File: src/rtl/iterative_rotate_right.sv
// Iterative rotator: restores a barrel-shifted word one bit per clock (right by default,
// left when in_dir is set) behind valid/ready handshakes on both sides.
module iterative_rotate_right #(
    parameter int WIDTH = 4,
    parameter int AW    = $clog2(WIDTH)
) (
    input  logic             clk,
    input  logic             rst_n,
    input  logic             in_valid,
    output logic             in_ready,
    input  logic [WIDTH-1:0] in_data,
    input  logic [AW-1:0]    in_amt,
    input  logic             in_dir,
    output logic             out_valid,
    input  logic             out_ready,
    output logic [WIDTH-1:0] out_data,
    output logic             busy
);

    typedef enum logic [1:0] {
        IDLE  = 2'd0,
        SHIFT = 2'd1,
        DONE  = 2'd2
    } state_t;

    state_t           state_r, state_nxt_s;
    logic [WIDTH-1:0] shreg_r, shreg_nxt_s;
    logic [AW-1:0]    count_r, count_nxt_s;
    logic             dir_r, dir_nxt_s;
    logic             out_valid_r, out_valid_nxt_s;
    logic [WIDTH-1:0] out_data_r, out_data_nxt_s;
    logic [AW-1:0]    amt_mod_s;
    logic [WIDTH-1:0] step_s;

    function automatic logic [WIDTH-1:0] rot_right1(input logic [WIDTH-1:0] x);
        return {x[0], x[WIDTH-1:1]};
    endfunction

    function automatic logic [WIDTH-1:0] rot_left1(input logic [WIDTH-1:0] x);
        return {x[WIDTH-2:0], x[WIDTH-1]};
    endfunction

    // Reduce the requested amount modulo WIDTH; one subtraction suffices since 2^AW < 2*WIDTH.
    always_comb begin
        if ({1'b0, in_amt} >= (AW+1)'(WIDTH)) begin
            amt_mod_s = in_amt - AW'(WIDTH);
        end else begin
            amt_mod_s = in_amt;
        end
    end

    // One rotation step in the direction latched at accept.
    always_comb begin
        if (dir_r) begin
            step_s = rot_left1(shreg_r);
        end else begin
            step_s = rot_right1(shreg_r);
        end
    end

    // Next-state and datapath control; the result register is loaded on entry to DONE.
    always_comb begin
        state_nxt_s     = state_r;
        shreg_nxt_s     = shreg_r;
        count_nxt_s     = count_r;
        dir_nxt_s       = dir_r;
        out_valid_nxt_s = out_valid_r;
        out_data_nxt_s  = out_data_r;
        case (state_r)
            IDLE: begin
                if (in_valid) begin
                    shreg_nxt_s = in_data;
                    count_nxt_s = amt_mod_s;
                    dir_nxt_s   = in_dir;
                    if (amt_mod_s == AW'(0)) begin
                        state_nxt_s     = DONE;
                        out_valid_nxt_s = 1'b1;
                        out_data_nxt_s  = in_data;
                    end else begin
                        state_nxt_s = SHIFT;
                    end
                end else begin
                    state_nxt_s = IDLE;
                end
            end
            SHIFT: begin
                shreg_nxt_s = step_s;
                count_nxt_s = count_r - AW'(1);
                if (count_r == AW'(1)) begin
                    state_nxt_s     = DONE;
                    out_valid_nxt_s = 1'b1;
                    out_data_nxt_s  = step_s;
                end else begin
                    state_nxt_s = SHIFT;
                end
            end
            DONE: begin
                if (out_ready) begin
                    state_nxt_s     = IDLE;
                    out_valid_nxt_s = 1'b0;
                end else begin
                    state_nxt_s = DONE;
                end
            end
            default: begin
                state_nxt_s     = IDLE;
                out_valid_nxt_s = 1'b0;
            end
        endcase
    end

    // State and datapath registers; reset discards any word in flight.
    always_ff @(posedge clk or negedge rst_n) begin
        if (!rst_n) begin
            state_r     <= IDLE;
            shreg_r     <= '0;
            count_r     <= '0;
            dir_r       <= 1'b0;
            out_valid_r <= 1'b0;
            out_data_r  <= '0;
        end else begin
            state_r     <= state_nxt_s;
            shreg_r     <= shreg_nxt_s;
            count_r     <= count_nxt_s;
            dir_r       <= dir_nxt_s;
            out_valid_r <= out_valid_nxt_s;
            out_data_r  <= out_data_nxt_s;
        end
    end

    assign in_ready  = (state_r == IDLE);
    assign busy      = (state_r != IDLE);
    assign out_valid = out_valid_r;
    assign out_data  = out_data_r;

endmodule

File: config.mk
export PLATFORM = sky130hd
export DESIGN_NAME = iterative_rotate_right
export DESIGN_NICKNAME = d
export VERILOG_FILES = /design/src/rtl/iterative_rotate_right.sv
export SDC_FILE = /design/constraint.sdc
export NUM_CORES = 1
export LEC_CHECK = 0
export BUFFER_PORTS_ARGS = -buffer_cell sky130_fd_sc_hd__buf_2
export CORE_ASPECT_RATIO = 0.9
export CORE_UTILIZATION = 40
export DETAILED_ROUTE_END_ITERATION = 8
export SKIP_CTS_REPAIR_TIMING = 1
export SLEW_MARGIN = 20
export SYNTH_ARGS = -nofsm -noshare
export SYNTH_HDL_FRONTEND = slang
export SYNTH_SLANG_ARGS = --single-unit
File: constraint.sdc
create_clock -name clk -period 1.5 [get_ports clk]
set_input_delay 0.3 -clock clk [delete_from_list [all_inputs] [get_ports clk]]
set_output_delay 0.3 -clock clk [all_outputs]
set_load 0.05 [all_outputs]
# Word level (Yosys, flattened, before mapping)
# Cells that the tools add are included.
[totals] input_bits=11 elab_cells=41 output_inout_bits=7 ff_bits=14
[op_classes] n_eq_ne=7 muxes=19 n_addsub=1 n_reduce_logical=8
[ops] cell="$mux 4" n=5
[ops] cell="$pmux 4 s2" n=2
[ops] cell="$mux 2" n=5
[ops] cell="$reduce_and 4->1" n=2
[ops] cell="$ne 2x2->1 const B" n=3
[ops] cell="$pmux 2 s3" n=1
[ops] cell="$eq 2x1->1 const B" n=2
[ops] cell="$logic_not 2->1" n=2
[ops] cell="$mux 1" n=4
[ops] cell="$pmux 2 s2" n=1
[ops] cell="$reduce_and 2->1" n=2
[ops] cell="$reduce_bool 2->1" n=2
[ops] cell="$pmux 1 s3" n=1
[ops] cell="$eq 2x2->1 const B" n=1
[ops] cell="$ne 2x1->1 const B" n=1
[ops] cell="$sub 2x1->2 const B" n=1

# Logic depth before layout (Yosys ltp)
# Gate-level depths: netlist of run 1.
[depth] word_depth=4 depth_mapped=5 mapped_depth_nobuf=5

# Worst setup path after synthesis of run 1
# No wires, ideal clock.
[synth_path] path_kind="register -> output" from="register state_r[1]" to="output in_ready" t_arrival_ns=1.352 path_slack_ns=-0.152 stages_incl_launch_ff=4 path_cell_list="dfrtp_1 clkbuf_1 or2_2 inv_1"
[synth_via] elab_chain_len=1
[synth_lines] item="start: declaration" line_no="26" text="state_t state_r, state_nxt_s;"
[synth_lines] item="start signal: assignment" line_no="122" text="state_r <= state_nxt_s;"
[synth_lines] item="$logic_not 2->1" line_no="131" text="assign in_ready = (state_r == IDLE);"
[synth_lines] item="end: declaration" line_no="10" text="output logic in_ready,"
# No other way between the ends.

# Final worst setup path of run 1
[layout_path] from="register state_r[1]" to="register out_data_r[0] (netlist: out_data[0])"
[layout_via] elab_chain_len=3 elab_cells_between_ends=8
[layout_lines] item="$eq 2x1->1 / $logic_not 2->1 (equally long branches)" line_no="69" text="case (state_r)"
[layout_lines] item="$ne 2x2->1 (no line), or another cell as far along"
[layout_lines] item="$reduce_and 4->1 (no line)"
[layout_lines] item="end signal: assignment" line_no="127" text="out_data_r <= out_data_nxt_s;"
[layout_lines] item="end: declaration" line_no="31" text="logic [WIDTH-1:0] out_data_r, out_data_nxt_s;"
# Parallel ways exist; a longest one is shown, timed or not.
# A chain may end at the register's enable or synchronous reset.

==> results of run 1 <==
[final timing paths]
check / startpoint / end / slack, ns / cells past startpoint
worst max-delay path: state_r[1] / out_data[0] / -0.09 / 3
worst min-delay path: in_dir / dir_r / 0.26 / 2
worst max register to register: state_r[1] / out_data[0] / -0.09 / 3
worst min register to register: out_data[2] / out_data[2] / 0.51 / 1
max in group asynchronous: rst_n / out_data[2] / 0.80 / 2
min in group asynchronous: rst_n / out_data[1] / 0.45 / 2
[layout make-up]
class / instances / area (sq um) / share of cell area [%]
clock buffer: 3 / 22.52 / 2.086
inverter: 7 / 30.03 / 2.781
sequential: 14 / 350.3 / 32.44
tap: 24 / 30.03 / 2.781
multi-input combinational: 54 / 399.1 / 36.96
timing repair buffer: 36 / 247.7 / 22.94
[kinds of logic after synthesis]
| group | after synthesis | synth area share [%] |
|---|---|---|
| compound gates | 26 | 23.41 |
| buf+inv | 11 | 6.211 |
| fa+ha+maj | 1 | 1.592 |
| flops | 14 | 44.59 |
| simple gates | 20 | 14.81 |
| mux | 7 | 9.395 |
[stage by stage]
| stage | setup slack (ns) | instances | TNS [ns] | total power (W) |
|---|---|---|---|---|
| CTS | -0.2262 | 126 | -0.3771 | 0.002411 |
| global route | -0.1247 | 138 | -0.5786 | 0.002904 |
| finish | -0.08861 | 138 | -0.3014 | 0.002724 |
| detailed placement | 0.007147 | 123 | 0 | 0.002205 |
| global placement | 0.04549 | 123 | 0 | 0.002164 |
| floorplan | 0.01711 | 79 | 0 | 0.001798 |
[sequential cells by signal (all words and copies together), names as in the netlist]
| name | flops |
|---|---|
| count_r | 2 |
| state_r | 2 |
| dir_r | 1 |
| out_data | 4 |
| out_valid | 1 |
| shreg_r | 4 |
[cell usage in the layout (no fill, tap or decap), drive strengths merged]
cell	instances
a22oi	2
nand2	3
ha	1
nor4b	1
o31a	1
and2b	2
a21oi	8
or3b	1
nor2	6
a2bb2oi	1
clkinvlp	1
o221a	3
or2	1
nand3b	2
buf	35
o21ai	5
dfrtp	14
o22ai	1
a221o	3
mux2i	4
clkbuf	3
nor2b	3
nor3	1
mux2	3
dlygate4sd3	1
o211ai	1
inv	6
o311ai	1
[per-layer routing]
layer | wire length, um | vias up | GRT usage, %
li1 | - | 362 | -
met1 | 937 | 367 | 26.05
met2 | 1096 | 17 | 36.39
met3 | 83 | 2 | 5.498
met4 | 18 | 0 | 10.00
met5 | 0 | - | 0
[worst register-to-register path, cell delays in order, from the launching register on]
cell	delay [ns]
dfrtp_1	0.40
or3b_4	0.41
o31a_1	0.32
a221o_1	0.34
[power groups by stage]
stage               clock, W  sequential [W]  combinational, W
global route        0.000232        0.000753           0.00192
floorplan                  0        0.000923          0.000876
finish              0.000203        0.000724           0.00180
global placement           0        0.000714           0.00145
detailed placement         0        0.000719           0.00149
CTS                 0.000213        0.000712           0.00149
==> out/qor.csv, run 1 <==
stage,metric,value,unit
timing,worst_pin_slew,0.4682,ns
detailed_routing,via_per_inst,5.420,
global_routing,grt_pass1_vias,711,
pwr,peakVddDrop,1.487,mV
synth,synth_area_leaders,"dfrtp_1 (45%), a21oi_1 (5.1%), mux2i_1 (5.1%)",
synth,ys_types,26,
timing,period_minus_slack,1.589,ns
pwr,switching_share,45.10,%
worst_setup_path,start_kind,flip-flop,
synth,synth_edf_count,0,
clocking,cts_buffers,3,
outcome,violations,negative setup slack,
worst_setup_path,critPathKind,reg -> reg,
finish,area_delta_synth_final,37.42,%
floorplanning,initial_core_util,44.86,%
clocking,htree_levels,1,
synth,synthesis.instances,79,
finish,fillerInstances,163,
placement,portBuffers,17,
finish,drive_gt1_share,45.61,%
detailed_routing,routed_wl,2.135,mm
global_routing,grt_max_degree,15,
detailed_routing,detail_route.first_pass.iterations,4,
timing,hold_viol_final,0,
synth,synth_common_cells,"dfrtp_1 (14), a21oi_1 (8), inv_1 (7)",
floorplanning,die_h,44.05,um
worst_setup_path,critPathRequiredTime,1.65,ns
synth,syn-cell-area,785.8,sq um
synth,ys.warnings.count,0,
pwr,p_seq_share,26.6,%
synth,synth_top_area_cell,dfrtp_1,
worst_setup_path,slowest_delay,0.41,ns
pwr,p_clk_share,7.4,%
synth,syn_nets,91,
detailed_routing,vias,748,
worst_setup_path,worstPathCellList,or3b_4 > o31a_1 > a221o_1,
timing,post-route-period-util,105.9,%
detailed_routing,wl_per_cell,15.47,um
finish,finalNetCount,128,
placement,placed_area,937.1,sq um
job,cap_viol_max_count,0,
floorplanning,rows,14,
clocking,cts_tree,done,
worst_setup_path,cpMaxStageDelayCell,or3b_4,
floorplanning,dieArea,0.002146,sq mm
synth,synth_flop_cell,dfrtp_1,
placement,gp_congestion,0.8147,
global_routing,grt_use_total,21.43,%
synth,syn_avg_cell_area,9.946,sq um
synth,ys_seq_elements,14,
floorplanning,io_pins,18,
detailed_routing,drt_iter0_markers,14,
global_routing,grt_pass1_wl,3.284,mm
synth,yosysMostFrequentCell,dfrtp_1,
placement,dp.final_hpwl,1.481,mm
worst_setup_path,cp_data_arrival_time,1.74,ns
synth,netlist.area_leader.share,44.59,%
global_routing,grt.overflow.total,0,
finish,insertedDiodeCount,0,
pwr,p_sw,0.001228,W
timing,slew_viol_final,0,
worst_setup_path,cp_top_family,compound AO/OA/AOI/OAI gates,
worst_setup_path,path_buf_inv,0,
finish,final_area,0.001080,sq mm
timing,rsz0062_at_grt,yes,
global_routing,grt_antenna_before_repair,0,
timing,relSlewSlack,68.35,%
worst_setup_path,crit_fanout,3,
timing,final.setup.worst_slack,-0.08861,ns
pwr,leakage,0.5137,nW
floorplanning,coreArea,0.001752,sq mm
detailed_routing,ant_nets,0,
detailed_routing,drc,0,
clocking,root_buffer,clkbuf_4,
clocking,clock_latency,0.27,ns
timing,max_freq,629.5,MHz
timing,clock-skew-final,0.004431,ns
synth,async_flop_share,100.0,%
pwr,combPwrFrac,66.0,%
outcome,status,"complete, but fails checks",
clocking,cts_sinks,14,
timing,finalSetupViolCount,5,
pwr,pwr_density_cell,2522,mW/mm^2
worst_hold_path,min_path_type,in -> reg,
clocking,cts_max_path_buffers,2,
finish,final_util,61.64,%
synth,ys_seq_area_share,44.59,%
timing,finalHoldWorstSlack,0.2595,ns
floorplanning,die_x,48.72,um
clocking,clkTransAtPathRegs,0.08,ns
pwr,intPower,0.001495,W
worst_setup_path,setup.worst_path.end_class,flip-flop,
No activity file was read; power rests on OpenSTA's default activity.
==> inputs of run 2 (changes only) <==
CELL_PAD_IN_SITES_DETAIL_PLACEMENT = 1   (was unset)
CELL_PAD_IN_SITES_GLOBAL_PLACEMENT = 1   (was unset)
CORE_UTILIZATION = 35   (was 40)
PLACE_DENSITY_LB_ADDON = 0.1   (was unset)
==> run 2 against run 1 <==
Net effect:
- the flow still finishes with violations (negative setup slack)
- die area rose by 14%
- maximum frequency fell by 4.5%
- clock skew grew 0.0016 ns
- hold slack got worse by 0.027 ns
- cell count shrank 2.9%
- clock power is 44% higher
- utilization down 9.1 points
- via count down 1.5%
- sequential cell count did not move
- non-clock buffer count fell by 6
- largest cell class unchanged
- largest power group unchanged
==> out/qor.csv, run 2 (same netlist as run 1, synthesis figures left out) <==
stage,metric,value,unit,change
outcome,status,"complete, but fails checks",,
outcome,violations,negative setup slack,,
placement,dp.final_hpwl,1.636,mm,+10%
global_routing,grt_pass1_wl,3.670,mm,+12%
pwr,pwr_density_cell,2580,mW/mm^2,+2.3%
job,cap_viol_max_count,0,,unchanged
detailed_routing,detail_route.first_pass.iterations,4,,unchanged
floorplanning,initial_core_util,39.13,%,-5.7 points
finish,area_delta_synth_final,34.39,%,
finish,drive_gt1_share,41.28,%,-4.3 points
clocking,root_buffer,clkbuf_4,,
finish,layout_commonest_cell,buf_2,,
finish,fillerInstances,232,,+42%
worst_setup_path,crit_fanout,4,,+1
detailed_routing,via_per_inst,5.500,,+1.5%
finish,final_cells,134,,-2.9%
worst_setup_path,critPathRequiredTime,1.69,ns,+0.04 ns
timing,hold_viol_final,0,,unchanged
timing,relSlewSlack,69.97,%,+1.6 points
global_routing,grt_antenna_before_repair,0,,unchanged
clocking,cts_sinks,14,,unchanged
detailed_routing,ant_nets,0,,unchanged
finish,final_cell_mix,"buf_2 (15), dfrtp_1 (14), buf_4 (10)",,
detailed_routing,drt_iter0_markers,12,,-2
placement,placed_cells,124,,+0.81%
placement,place_ws,-0.01453,ns,-0.02168 ns
placement,portBuffers,17,,unchanged
floorplanning,die_x,51.95,um,+6.6%
timing,finalSetupViolCount,6,,+1
timing,worst_pin_slew,0.4495,ns,-0.01878 ns
detailed_routing,routed_wl,2.298,mm,+7.6%
timing,final.setup.worst_slack,-0.1638,ns,-0.07515 ns
global_routing,grt.overflow.total,0,,unchanged
clocking,clkTransAtPathRegs,0.10,ns,+0.02 ns
timing,period_minus_slack,1.664,ns,+0.07515 ns
finish,insertedDiodeCount,0,,unchanged
finish,finalNetCount,122,,-4.7%
clocking,cts_max_path_buffers,2,,unchanged
clocking,cts_tree,done,,
detailed_routing,vias,737,,-1.5%
timing,clock-skew-final,0.005999,ns,+0.001568 ns
global_routing,grt_pass1_vias,725,,+2.0%
timing,finalSetupTns,-0.7144,ns,-0.4131 ns
global_routing,grt_max_degree,15,,unchanged
global_routing,grt_use_total,21.46,%,+0.030 points
worst_setup_path,start_kind,flip-flop,,
worst_setup_path,cp_data_arrival_time,1.85,ns,+0.11 ns
timing,slew_viol_final,0,,unchanged
worst_hold_path,min_path_type,in -> reg,,
placement,gp_congestion,0.8391,,+3.0%
floorplanning,coreArea,0.002008,sq mm,+15%
floorplanning,io_pins,18,,unchanged
detailed_routing,drc,0,,unchanged
worst_setup_path,critPathKind,reg -> reg,,
floorplanning,rows,15,,+1
clocking,htree_levels,1,,unchanged
clocking,clock_latency,0.29,ns,+0.02 ns
clocking,cts_buffers,3,,unchanged
worst_setup_path,setup.worst_path.end_class,flip-flop,,
timing,rsz0062_at_grt,yes,,
floorplanning,die_h,46.95,um,+6.6%
timing,post-route-period-util,110.9,%,+5.0 points
floorplanning,dieArea,0.002439,sq mm,+14%
timing,max_freq,601.1,MHz,-4.5%
pwr,leakage,0.4926,nW,-4.1%
pwr,peakVddDrop,1.506,mV,+1.3%
detailed_routing,wl_per_cell,17.15,um,+11%
[run 2: power by group]
part           internal [W]  switching [W]
combinational      0.000758       0.000923
clock              0.000148       0.000145
sequential         0.000573       0.000177
total               0.00148        0.00124
[run 2: layout make-up]
class                   instances  area (sq um)  area share, %
clock buffers                   4         36.28          3.436
multi-input cells              54         395.4          37.44
repair buffers                 30         212.7          20.14
inverters                       7         30.03          2.844
well taps                      25         31.28          2.962
flip-flops and latches         14         350.3          33.18
[run 2: worst paths after layout]
kind	start	to	slack (ns)	depth (start not counted)
worst min-delay path	in_dir	dir_r	0.23	2
worst min register to register	out_data[2]	out_data[2]	0.53	1
min in group asynchronous	rst_n	shreg_r[0]	0.43	2
worst max-delay path	state_r[0]	out_data[2]	-0.16	4
worst max register to register	state_r[0]	out_data[2]	-0.16	4
max in group asynchronous	rst_n	out_valid	0.81	2
[run 2: critical path, cell delays in order (launching register included)]
cell and delay [ns]:
dfrtp_1 0.41, buf_4 0.14, or3b_4 0.40, o31a_1 0.29, a221o_1 0.30
[run 2: per-layer routing]
layer | vias to the layer above | routed length (um) | share of wire [%] | track usage (%)
met5 | - | 0 | 0 | 0
met4 | 0 | 43 | 1.9 | 9.730
met3 | 5 | 82 | 3.6 | 3.560
met2 | 19 | 950 | 41 | 32.31
met1 | 362 | 1221 | 53 | 30.31
li1 | 351 | - | - | -
[run 2: per-stage QoR]
stage	area, sq um	utilization (%)	hold slack (ns)	total power, W
floorplan	792.0	-	0.004409	0.001798
global placement	938.4	46.73	0.2232	0.002188
detailed placement	938.4	46.73	0.2333	0.002227
CTS	974.7	48.54	-0.09397	0.002520
global route	1056	52.59	0.2382	0.002904
finish	1056	52.59	0.2325	0.002724
